===== config.mk =====
export PLATFORM = sky130hd
export DESIGN_NAME = jtframe_keymap
export DESIGN_NICKNAME = d
export VERILOG_FILES = /design/src/rtl/jtframe_keymap_pkg.sv /design/src/rtl/jtframe_coin_stretch.sv /design/src/rtl/jtframe_keymap.sv
export SDC_FILE = /design/constraint.sdc
export NUM_CORES = 1
export LEC_CHECK = 0
export ABC_CLOCK_PERIOD_IN_PS = 2500
export BUFFER_PORTS_ARGS = -buffer_cell sky130_fd_sc_hd__buf_2
export CAP_MARGIN = 10
export CORE_MARGIN = 4
export CORE_UTILIZATION = 56
export DETAILED_ROUTE_END_ITERATION = 10
export PLACE_DENSITY = 0.89
export SLEW_MARGIN = 0
export SYNTH_ARGS = -nofsm -noshare
export SYNTH_HDL_FRONTEND = slang
export SYNTH_SLANG_ARGS = --single-unit

===== constraint.sdc =====
create_clock -name clk -period 2.5 [get_ports clk]
set_clock_uncertainty 0.05 [all_clocks]
set_input_delay 0.125 -clock clk [delete_from_list [all_inputs] [get_ports clk]]
set_output_delay 0.125 -clock clk [all_outputs]
set_load 0.01 [all_outputs]

===== src/rtl/jtframe_keymap_pkg.sv =====
// Shared constants for the cabinet-input mapper: PS/2 scan codes, joystick
// vector bit positions and the coin-stretch state type.
package jtframe_keymap_pkg;

   localparam logic [7:0] KEY_UP       = 8'h75;
   localparam logic [7:0] KEY_DOWN     = 8'h72;
   localparam logic [7:0] KEY_LEFT     = 8'h6B;
   localparam logic [7:0] KEY_RIGHT    = 8'h74;
   localparam logic [7:0] KEY_BTN0     = 8'h14;
   localparam logic [7:0] KEY_BTN1     = 8'h11;
   localparam logic [7:0] KEY_BTN2     = 8'h29;
   localparam logic [7:0] KEY_P2_UP    = 8'h2D;
   localparam logic [7:0] KEY_P2_DOWN  = 8'h2B;
   localparam logic [7:0] KEY_P2_LEFT  = 8'h23;
   localparam logic [7:0] KEY_P2_RIGHT = 8'h34;
   localparam logic [7:0] KEY_P2_BTN0  = 8'h1C;
   localparam logic [7:0] KEY_P2_BTN1  = 8'h1B;
   localparam logic [7:0] KEY_F1       = 8'h05;
   localparam logic [7:0] KEY_F2       = 8'h06;
   localparam logic [7:0] KEY_F3       = 8'h04;
   localparam logic [7:0] KEY_F4       = 8'h0C;
   localparam logic [7:0] KEY_PAUSE    = 8'h4D;

   localparam int JOY_BTN0  = 4;
   localparam int JOY_START = 12;
   localparam int JOY_COIN  = 13;
   localparam int JOY_PAUSE = 14;

   typedef enum logic {
      IDLE = 1'b0,
      HOLD = 1'b1
   } coin_st_t;

endpackage


===== src/rtl/jtframe_coin_stretch.sv =====
// Per-slot coin stretcher: a raw rising edge holds the slot active for at
// least COIN_W cycles, and for as long as the raw input stays high.
module jtframe_coin_stretch
   import jtframe_keymap_pkg::*;
#(
   parameter int COIN_W = 400000
) (
   input  logic     i_clk,
   input  logic     i_rst_n,
   input  logic     i_raw,
   output coin_st_t o_state
);

   localparam int CW = $clog2(COIN_W + 1);

   coin_st_t      r_state;
   coin_st_t      w_state_nx;
   logic [CW-1:0] r_cnt;
   logic [CW-1:0] w_cnt_nx;
   logic          r_raw_d;
   logic          w_rise;

   assign w_rise  = i_raw & ~r_raw_d;
   assign o_state = r_state;

   always_ff @(posedge i_clk or negedge i_rst_n) begin
      if (!i_rst_n) begin
         r_state <= IDLE;
         r_cnt   <= '0;
         r_raw_d <= 1'b0;
      end else begin
         r_state <= w_state_nx;
         r_cnt   <= w_cnt_nx;
         r_raw_d <= i_raw;
      end
   end

   // Edges seen while in HOLD are deliberately ignored: the window never restarts.
   always_comb begin
      w_state_nx = r_state;
      w_cnt_nx   = r_cnt;
      case (r_state)
         IDLE: begin
            if (w_rise) begin
               w_state_nx = HOLD;
               w_cnt_nx   = CW'(COIN_W - 1);
            end
         end
         HOLD: begin
            if (r_cnt != '0) begin
               w_cnt_nx = r_cnt - CW'(1);
            end else if (!i_raw) begin
               w_state_nx = IDLE;
            end
         end
         default: w_state_nx = IDLE;
      endcase
   end

endmodule


===== src/rtl/jtframe_keymap.sv =====
// Cabinet-input mapper: merges PS/2 key state with per-player joystick vectors
// into registered active-low controls, stretched coins and a pause flag.
module jtframe_keymap
   import jtframe_keymap_pkg::*;
#(
   parameter int NPL    = 2,
   parameter int NBUT   = 2,
   parameter int COIN_W = 400000
) (
   input  logic                      clk,
   input  logic                      rst_n,
   input  logic [10:0]               ps2_key,
   input  logic [NPL*16-1:0]         joy,
   input  logic                      pause_clr,
   output logic [NPL*(4+NBUT)-1:0]   joystick,
   output logic [NPL-1:0]            start,
   output logic [NPL-1:0]            coin,
   output logic                      pause
);

   localparam int PW = 4 + NBUT;
   localparam int JW = NPL * PW;

   logic          r_armed;
   logic          r_old_tog;
   logic          w_event;

   logic [JW-1:0]  r_key_joy;
   logic [NPL-1:0] r_key_start;
   logic [NPL-1:0] r_key_coin;
   logic           r_key_pause;

   logic          w_kj_hit;
   logic [1:0]    w_kj_pl;
   logic [3:0]    w_kj_bit;
   logic          w_st_hit;
   logic [1:0]    w_st_idx;
   logic          w_cn_hit;
   logic [1:0]    w_cn_idx;
   logic          w_pause_hit;

   logic [JW-1:0]  w_joy_flat;
   logic [NPL-1:0] w_start_raw;
   logic [NPL-1:0] w_coin_raw;
   logic [NPL-1:0] w_joy_pause;
   logic           w_pause_src;
   logic           w_unused_bits;

   logic [JW-1:0]  r_joystick;
   logic [NPL-1:0] r_start;
   logic           r_pause;
   logic           r_pause_src_d;

   coin_st_t      w_coin_st [NPL];

   // ps2_key[10] flips once per key event; the first cycle after reset only
   // samples it so a stale toggle level is never taken as an event.
   assign w_event = r_armed & (ps2_key[10] ^ r_old_tog);

   assign w_unused_bits = ^{ps2_key[8], joy};

   always_ff @(posedge clk or negedge rst_n) begin
      if (!rst_n) begin
         r_armed   <= 1'b0;
         r_old_tog <= 1'b0;
      end else begin
         r_armed   <= 1'b1;
         r_old_tog <= ps2_key[10];
      end
   end

   always_comb begin
      w_kj_hit    = 1'b0;
      w_kj_pl     = 2'd0;
      w_kj_bit    = 4'd0;
      w_st_hit    = 1'b0;
      w_st_idx    = 2'd0;
      w_cn_hit    = 1'b0;
      w_cn_idx    = 2'd0;
      w_pause_hit = 1'b0;
      case (ps2_key[7:0])
         KEY_RIGHT:    begin w_kj_hit = 1'b1; w_kj_bit = 4'd0; end
         KEY_LEFT:     begin w_kj_hit = 1'b1; w_kj_bit = 4'd1; end
         KEY_DOWN:     begin w_kj_hit = 1'b1; w_kj_bit = 4'd2; end
         KEY_UP:       begin w_kj_hit = 1'b1; w_kj_bit = 4'd3; end
         KEY_BTN0:     begin w_kj_hit = 1'b1; w_kj_bit = 4'd4; end
         KEY_BTN1:     begin w_kj_hit = 1'b1; w_kj_bit = 4'd5; end
         KEY_BTN2:     begin w_kj_hit = 1'b1; w_kj_bit = 4'd6; end
         KEY_P2_RIGHT: begin w_kj_hit = 1'b1; w_kj_pl = 2'd1; w_kj_bit = 4'd0; end
         KEY_P2_LEFT:  begin w_kj_hit = 1'b1; w_kj_pl = 2'd1; w_kj_bit = 4'd1; end
         KEY_P2_DOWN:  begin w_kj_hit = 1'b1; w_kj_pl = 2'd1; w_kj_bit = 4'd2; end
         KEY_P2_UP:    begin w_kj_hit = 1'b1; w_kj_pl = 2'd1; w_kj_bit = 4'd3; end
         KEY_P2_BTN0:  begin w_kj_hit = 1'b1; w_kj_pl = 2'd1; w_kj_bit = 4'd4; end
         KEY_P2_BTN1:  begin w_kj_hit = 1'b1; w_kj_pl = 2'd1; w_kj_bit = 4'd5; end
         KEY_F1:       begin w_st_hit = 1'b1; w_st_idx = 2'd0; end
         KEY_F2:       begin w_st_hit = 1'b1; w_st_idx = 2'd1; end
         KEY_F3:       begin w_cn_hit = 1'b1; w_cn_idx = 2'd0; end
         KEY_F4:       begin w_cn_hit = 1'b1; w_cn_idx = 2'd1; end
         KEY_PAUSE:    w_pause_hit = 1'b1;
         default: ;
      endcase
   end

   // Loops run only over implemented players/buttons, so keys mapped beyond
   // NPL or NBUT simply find no register to load.
   always_ff @(posedge clk or negedge rst_n) begin
      if (!rst_n) begin
         r_key_joy   <= '0;
         r_key_start <= '0;
         r_key_coin  <= '0;
         r_key_pause <= 1'b0;
      end else if (w_event) begin
         for (int p = 0; p < NPL; p++) begin
            for (int b = 0; b < PW; b++) begin
               if (w_kj_hit && w_kj_pl == 2'(p) && w_kj_bit == 4'(b))
                  r_key_joy[p*PW + b] <= ps2_key[9];
            end
            if (w_st_hit && w_st_idx == 2'(p)) r_key_start[p] <= ps2_key[9];
            if (w_cn_hit && w_cn_idx == 2'(p)) r_key_coin[p]  <= ps2_key[9];
         end
         if (w_pause_hit) r_key_pause <= ps2_key[9];
      end
   end

   genvar g;
   for (g = 0; g < NPL; g++) begin : g_pl
      assign w_joy_flat[g*PW +: 4]      = joy[g*16 +: 4];
      assign w_joy_flat[g*PW + 4 +: NBUT] = joy[g*16 + JOY_BTN0 +: NBUT];
      assign w_start_raw[g] = r_key_start[g] | joy[g*16 + JOY_START];
      assign w_coin_raw[g]  = r_key_coin[g]  | joy[g*16 + JOY_COIN];
      assign w_joy_pause[g] = joy[g*16 + JOY_PAUSE];

      jtframe_coin_stretch #(
         .COIN_W (COIN_W)
      ) u_coin (
         .i_clk   (clk),
         .i_rst_n (rst_n),
         .i_raw   (w_coin_raw[g]),
         .o_state (w_coin_st[g])
      );

      assign coin[g] = (w_coin_st[g] != HOLD);
   end

   assign w_pause_src = r_key_pause | (|w_joy_pause);

   always_ff @(posedge clk or negedge rst_n) begin
      if (!rst_n) begin
         r_joystick    <= '1;
         r_start       <= '1;
         r_pause       <= 1'b0;
         r_pause_src_d <= 1'b0;
      end else begin
         r_joystick    <= ~(r_key_joy | w_joy_flat);
         r_start       <= ~w_start_raw;
         r_pause_src_d <= w_pause_src;
         if (pause_clr)
            r_pause <= 1'b0;
         else if (w_pause_src && !r_pause_src_d)
            r_pause <= ~r_pause;
      end
   end

   assign joystick = r_joystick;
   assign start    = r_start;
   assign pause    = r_pause;

endmodule


==> flow_summary_export.csv <==
group,metric,value,unit
synthesis,most_frequently_used_flop_master_after_synthesis,"sky130_fd_sc_hd__dfrtp_1",
cells_and_area,layout.nets,483,
clock_tree,clockBufferDepth,2,
placed_design,cell_area_reported_after_detailed_placement,4090,um2
sta,timing.final.hold_violations,0,
critical_path,cpMaxStageDelayCell,"sky130_fd_sc_hd__nor4_1",
clock_tree,clk_latency,350,ps
sta,finalCritPeriodShare,93.1,%
global_route,globalRouteOverflowTotal,0,
clock_tree,tritoncts.num_buffers,9,
pwr,report.power.total,2.92,mW
sta,rsz0062_at_grt,"no",
cells_and_area,flow.area_growth_from_synthesis,18.1,%
detailed_routing,route.detailed.drc,0,
critical_path,critPathBufInv,0,
sta,totalNegativeSetupSlack,0,ps
synthesis,yosys.area.top_type_share,41.5,%
sta,timing.hold.ws,181,ps
pwr,vdd_drop_max,0.000367,V
critical_path,cp_cell_sequence,"nor4_1, and4b_1, a21o_1, nor3_1, or3_1",
synthesis,synth_top_cells_by_count,"sky130_fd_sc_hd__dfrtp_1 (63), sky130_fd_sc_hd__nor2_1 (42), sky130_fd_sc_hd__nand2_1 (25)",
floorplanning,fp.dieArea,8170,um2
sta,maximum_clock_rate,430,MHz
floorplanning,design.portCount,63,
critical_path,critical_path_class,"reg -> reg",
run_status,outcome,"finished clean",
clock_tree,htree_levels,3,
synthesis,fraction_of_registers_with_async_set_or_reset_after_synthesis,100,%
critical_path,cp_slowest_stage_delay,640,ps
sta,final.setup.worst_slack,173,ps
synthesis,net_count_after_synthesis,412,
clock_tree,cts.root.buffer_cell,"sky130_fd_sc_hd__clkbuf_8",
critical_path,critical_path.top_delay_family,"simple AND/OR/NAND/NOR gates",
synthesis,postSynthCellCount,362,
sta,worst_slew_pin_slew,936,ps
critical_path,worst_ep_required_time,2680,ps
detailed_routing,ant_nets,0,
sta,final-max-slew-violation-count,0,
global_route,number_of_global_route_vias_before_repair,3120,
global_route,grt_max_degree,78,
critical_path,arrival,2510,ps
pwr,power.density,650,nW/um2
placed_design,finalWeightedCongestion,0.950,
detailed_routing,vias_per_cell,6.03,
synthesis,synth_enable_flop_cells,0,
critical_path,worst-path-max-fanout,7,
detailed_routing,first_pass_iters,5,
clock_tree,cts_tree,"yes",
detailed_routing,drt-initial-drc-count,281,
synthesis,synth_seq_cells,77,
cells_and_area,design_area,4490,um2
placed_design,detailed_placement_wirelength_estimate,5620,um
floorplanning,design.core.area,6460,um2
synthesis,synth_cell_type_count,62,
synthesis,synthesis.area,3800,um2
global_route,grt_antenna_before_repair,0,
cells_and_area,drive_gt1_share,22.1,%
detailed_routing,dr_total_vias,3104,
floorplanning,floorplan.initialDensity,58.9,%
synthesis,avgSynthCellArea,10.5,um2
clock_tree,cts.sink_count,77,
synthesis,part_of_the_yosys_area_used_for_sequential_elements,51.2,%
floorplanning,std_cell_rows,29,
sta,min_clock_period_post_route,2330,ps
synthesis,synth_area_leaders,"sky130_fd_sc_hd__dfrtp_1 (41%), sky130_fd_sc_hd__dfstp_2 (9.7%), sky130_fd_sc_hd__nor2_1 (4.1%)",
global_route,global_route.usage.total,21.6,%
clock_tree,clk_slew_on_worst_s_h_paths,90,ps
synthesis,most_common_cell_in_the_synthesized_netlist,"sky130_fd_sc_hd__dfrtp_1",
floorplanning,die_height,90.4,um
placed_design,buffer_ports.inserted,47,
critical_path,kind_of_start_point_of_the_critical_path,"register",
detailed_routing,drt-total-wl,8370,um
flow_run,number_of_maximum_capacitance_constraint_violations,0,
synthesis,yosys.area.top_type,"sky130_fd_sc_hd__dfrtp_1",
critical_path,timing.critical_path.to_type,"register",
placed_design,dp_slack,286,ps
floorplanning,chipWidth,90.4,um
clock_tree,postCtsSetupRepairBufs,0,
sta,setup_violations,0,
sta,worst_slew_margin_rel,37.6,%
hold_path,holdCritPathClass,"in -> reg",
detailed_routing,routed_wire_length_per_instance,16.3,um
synthesis,yosys_warnings,0,
cells_and_area,insertedDiodeCount,0,
global_route,grt_first_pass_wirelength,14400,um
pwr,static-leakage-power,1.86,nW
logic make-up after synthesis:
group,count (synthesis),synth area share (%)
AOI/OAI and AO/OA,43,8.46
xor gates and xnor gates,15,3.46
adders and majority gates,4,1.32
buffers and inverters,20,2.57
DFF,77,51.2
muxes,26,7.50
other,1,0.0987
and+or+nand+nor,176,25.4
state kept, by name, indices dropped and copies added (netlist names):
name / count
g_pl.u_coin.r_cnt: 38
joystick: 12
r_key_joy: 12
g_pl.u_coin.o_state: 2
g_pl.u_coin.r_raw_d: 2
r_key_coin: 2
r_key_start: 2
start: 2
pause: 1
r_armed: 1
r_key_pause: 1
r_old_tog: 1
r_pause_src_d: 1
area by class of cell:
type / instances / area, um2
multi-input cells: 265 / 1760
inverters: 9 / 33.8
repair buffers: 71 / 470
clock inverters: 7 / 62.6
flip-flops and latches: 77 / 1940
fillers: 450 / 1970
well taps: 77 / 96.3
clock buffers: 9 / 124
worst register-to-register path, delay by kind of cell, from the launching register on:
kind / cells / cell delay, ps
AO/OA/AOI/OAI: 1 / 270
AND/OR/NAND/NOR: 4 / 1470
flip-flops: 1 / 440
layer usage:
| layer | vias to the layer above | global-route usage, % | part of all wire [%] | wire (um) |
|---|---|---|---|---|
| li1 | 1471 | - | - | - |
| met4 | 0 | 12.0 | 3.2 | 265 |
| met3 | 30 | 4.08 | 4.7 | 393 |
| met5 | - | 0 | 0 | 0 |
| met2 | 92 | 36.0 | 51 | 4270 |
| met1 | 1511 | 26.3 | 41 | 3450 |
per-stage QoR:
stage | util, % | instances
5_1_grt | 69.5 | 515
2_1_floorplan | - | 362
4_1_cts | 69.5 | 515
3_3_place_gp | 63.4 | 478
6_report | 69.5 | 515
3_5_place_dp | 63.4 | 478
cells in the final DEF (no fill, tap or decap), types with 3 or more instances in the layout:
master / netlist / final
sky130_fd_sc_hd__a211oi_1: 3 / 3
sky130_fd_sc_hd__a21oi_1: 6 / 6
sky130_fd_sc_hd__and3_1: 4 / 4
sky130_fd_sc_hd__buf_2: 3 / 46
sky130_fd_sc_hd__buf_4: 1 / 4
sky130_fd_sc_hd__clkbuf_8: 0 / 9
sky130_fd_sc_hd__dfrtp_1: 63 / 63
sky130_fd_sc_hd__dfstp_2: 14 / 14
sky130_fd_sc_hd__dlygate4sd3_1: 0 / 21
sky130_fd_sc_hd__ha_1: 4 / 4
sky130_fd_sc_hd__inv_1: 8 / 8
sky130_fd_sc_hd__inv_6: 0 / 4
sky130_fd_sc_hd__mux2_1: 11 / 11
sky130_fd_sc_hd__mux2_2: 5 / 5
sky130_fd_sc_hd__mux2i_1: 9 / 9
sky130_fd_sc_hd__nand2_1: 25 / 25
sky130_fd_sc_hd__nand2b_1: 8 / 8
sky130_fd_sc_hd__nand3_1: 13 / 13
sky130_fd_sc_hd__nand3b_1: 7 / 7
sky130_fd_sc_hd__nand4_1: 7 / 7
sky130_fd_sc_hd__nor2_1: 42 / 42
sky130_fd_sc_hd__nor3_1: 22 / 22
sky130_fd_sc_hd__nor4_1: 11 / 11
sky130_fd_sc_hd__o211ai_1: 3 / 3
sky130_fd_sc_hd__o21ai_0: 7 / 7
sky130_fd_sc_hd__o31ai_1: 3 / 3
sky130_fd_sc_hd__o41ai_1: 4 / 4
sky130_fd_sc_hd__or3_1: 12 / 12
sky130_fd_sc_hd__or4_1: 3 / 3
sky130_fd_sc_hd__xnor2_1: 7 / 7
sky130_fd_sc_hd__xor2_1: 8 / 8
final timing paths:
| path | from | to | slack, ps | cells after the start |
|---|---|---|---|---|
| worst max-delay path | g_pl[0].u_coin.r_cnt[11] | g_pl[0].u_coin.r_cnt[4] | 170 | 5 |
| worst min-delay path | ps2_key[7] | r_key_pause | 180 | 3 |
| worst max register to register | g_pl[0].u_coin.r_cnt[11] | g_pl[0].u_coin.r_cnt[4] | 170 | 5 |
| worst min register to register | r_key_joy[3] | joystick[3] | 340 | 1 |
| max in group asynchronous | rst_n | g_pl[0].u_coin.o_state | 1390 | 2 |
| min in group asynchronous | rst_n | g_pl[1].u_coin.r_cnt[14] | 410 | 2 |
report_power, final:
part	internal, mW	leakage, nW	total (mW)	switching, mW
Sequential	1.41	0.894	1.56	0.151
Combinational	0.214	0.869	0.461	0.247
Clock	0.383	0.0931	0.893	0.510
timing repair:
item | 4_1_cts | 5_1_grt
hold buffers | 21 | 0
resized for setup | 0 | 0
hold endpoints to repair | 82 | 0
setup endpoints to repair | 0 | 0
No activity file was read; power rests on OpenSTA's default activity.
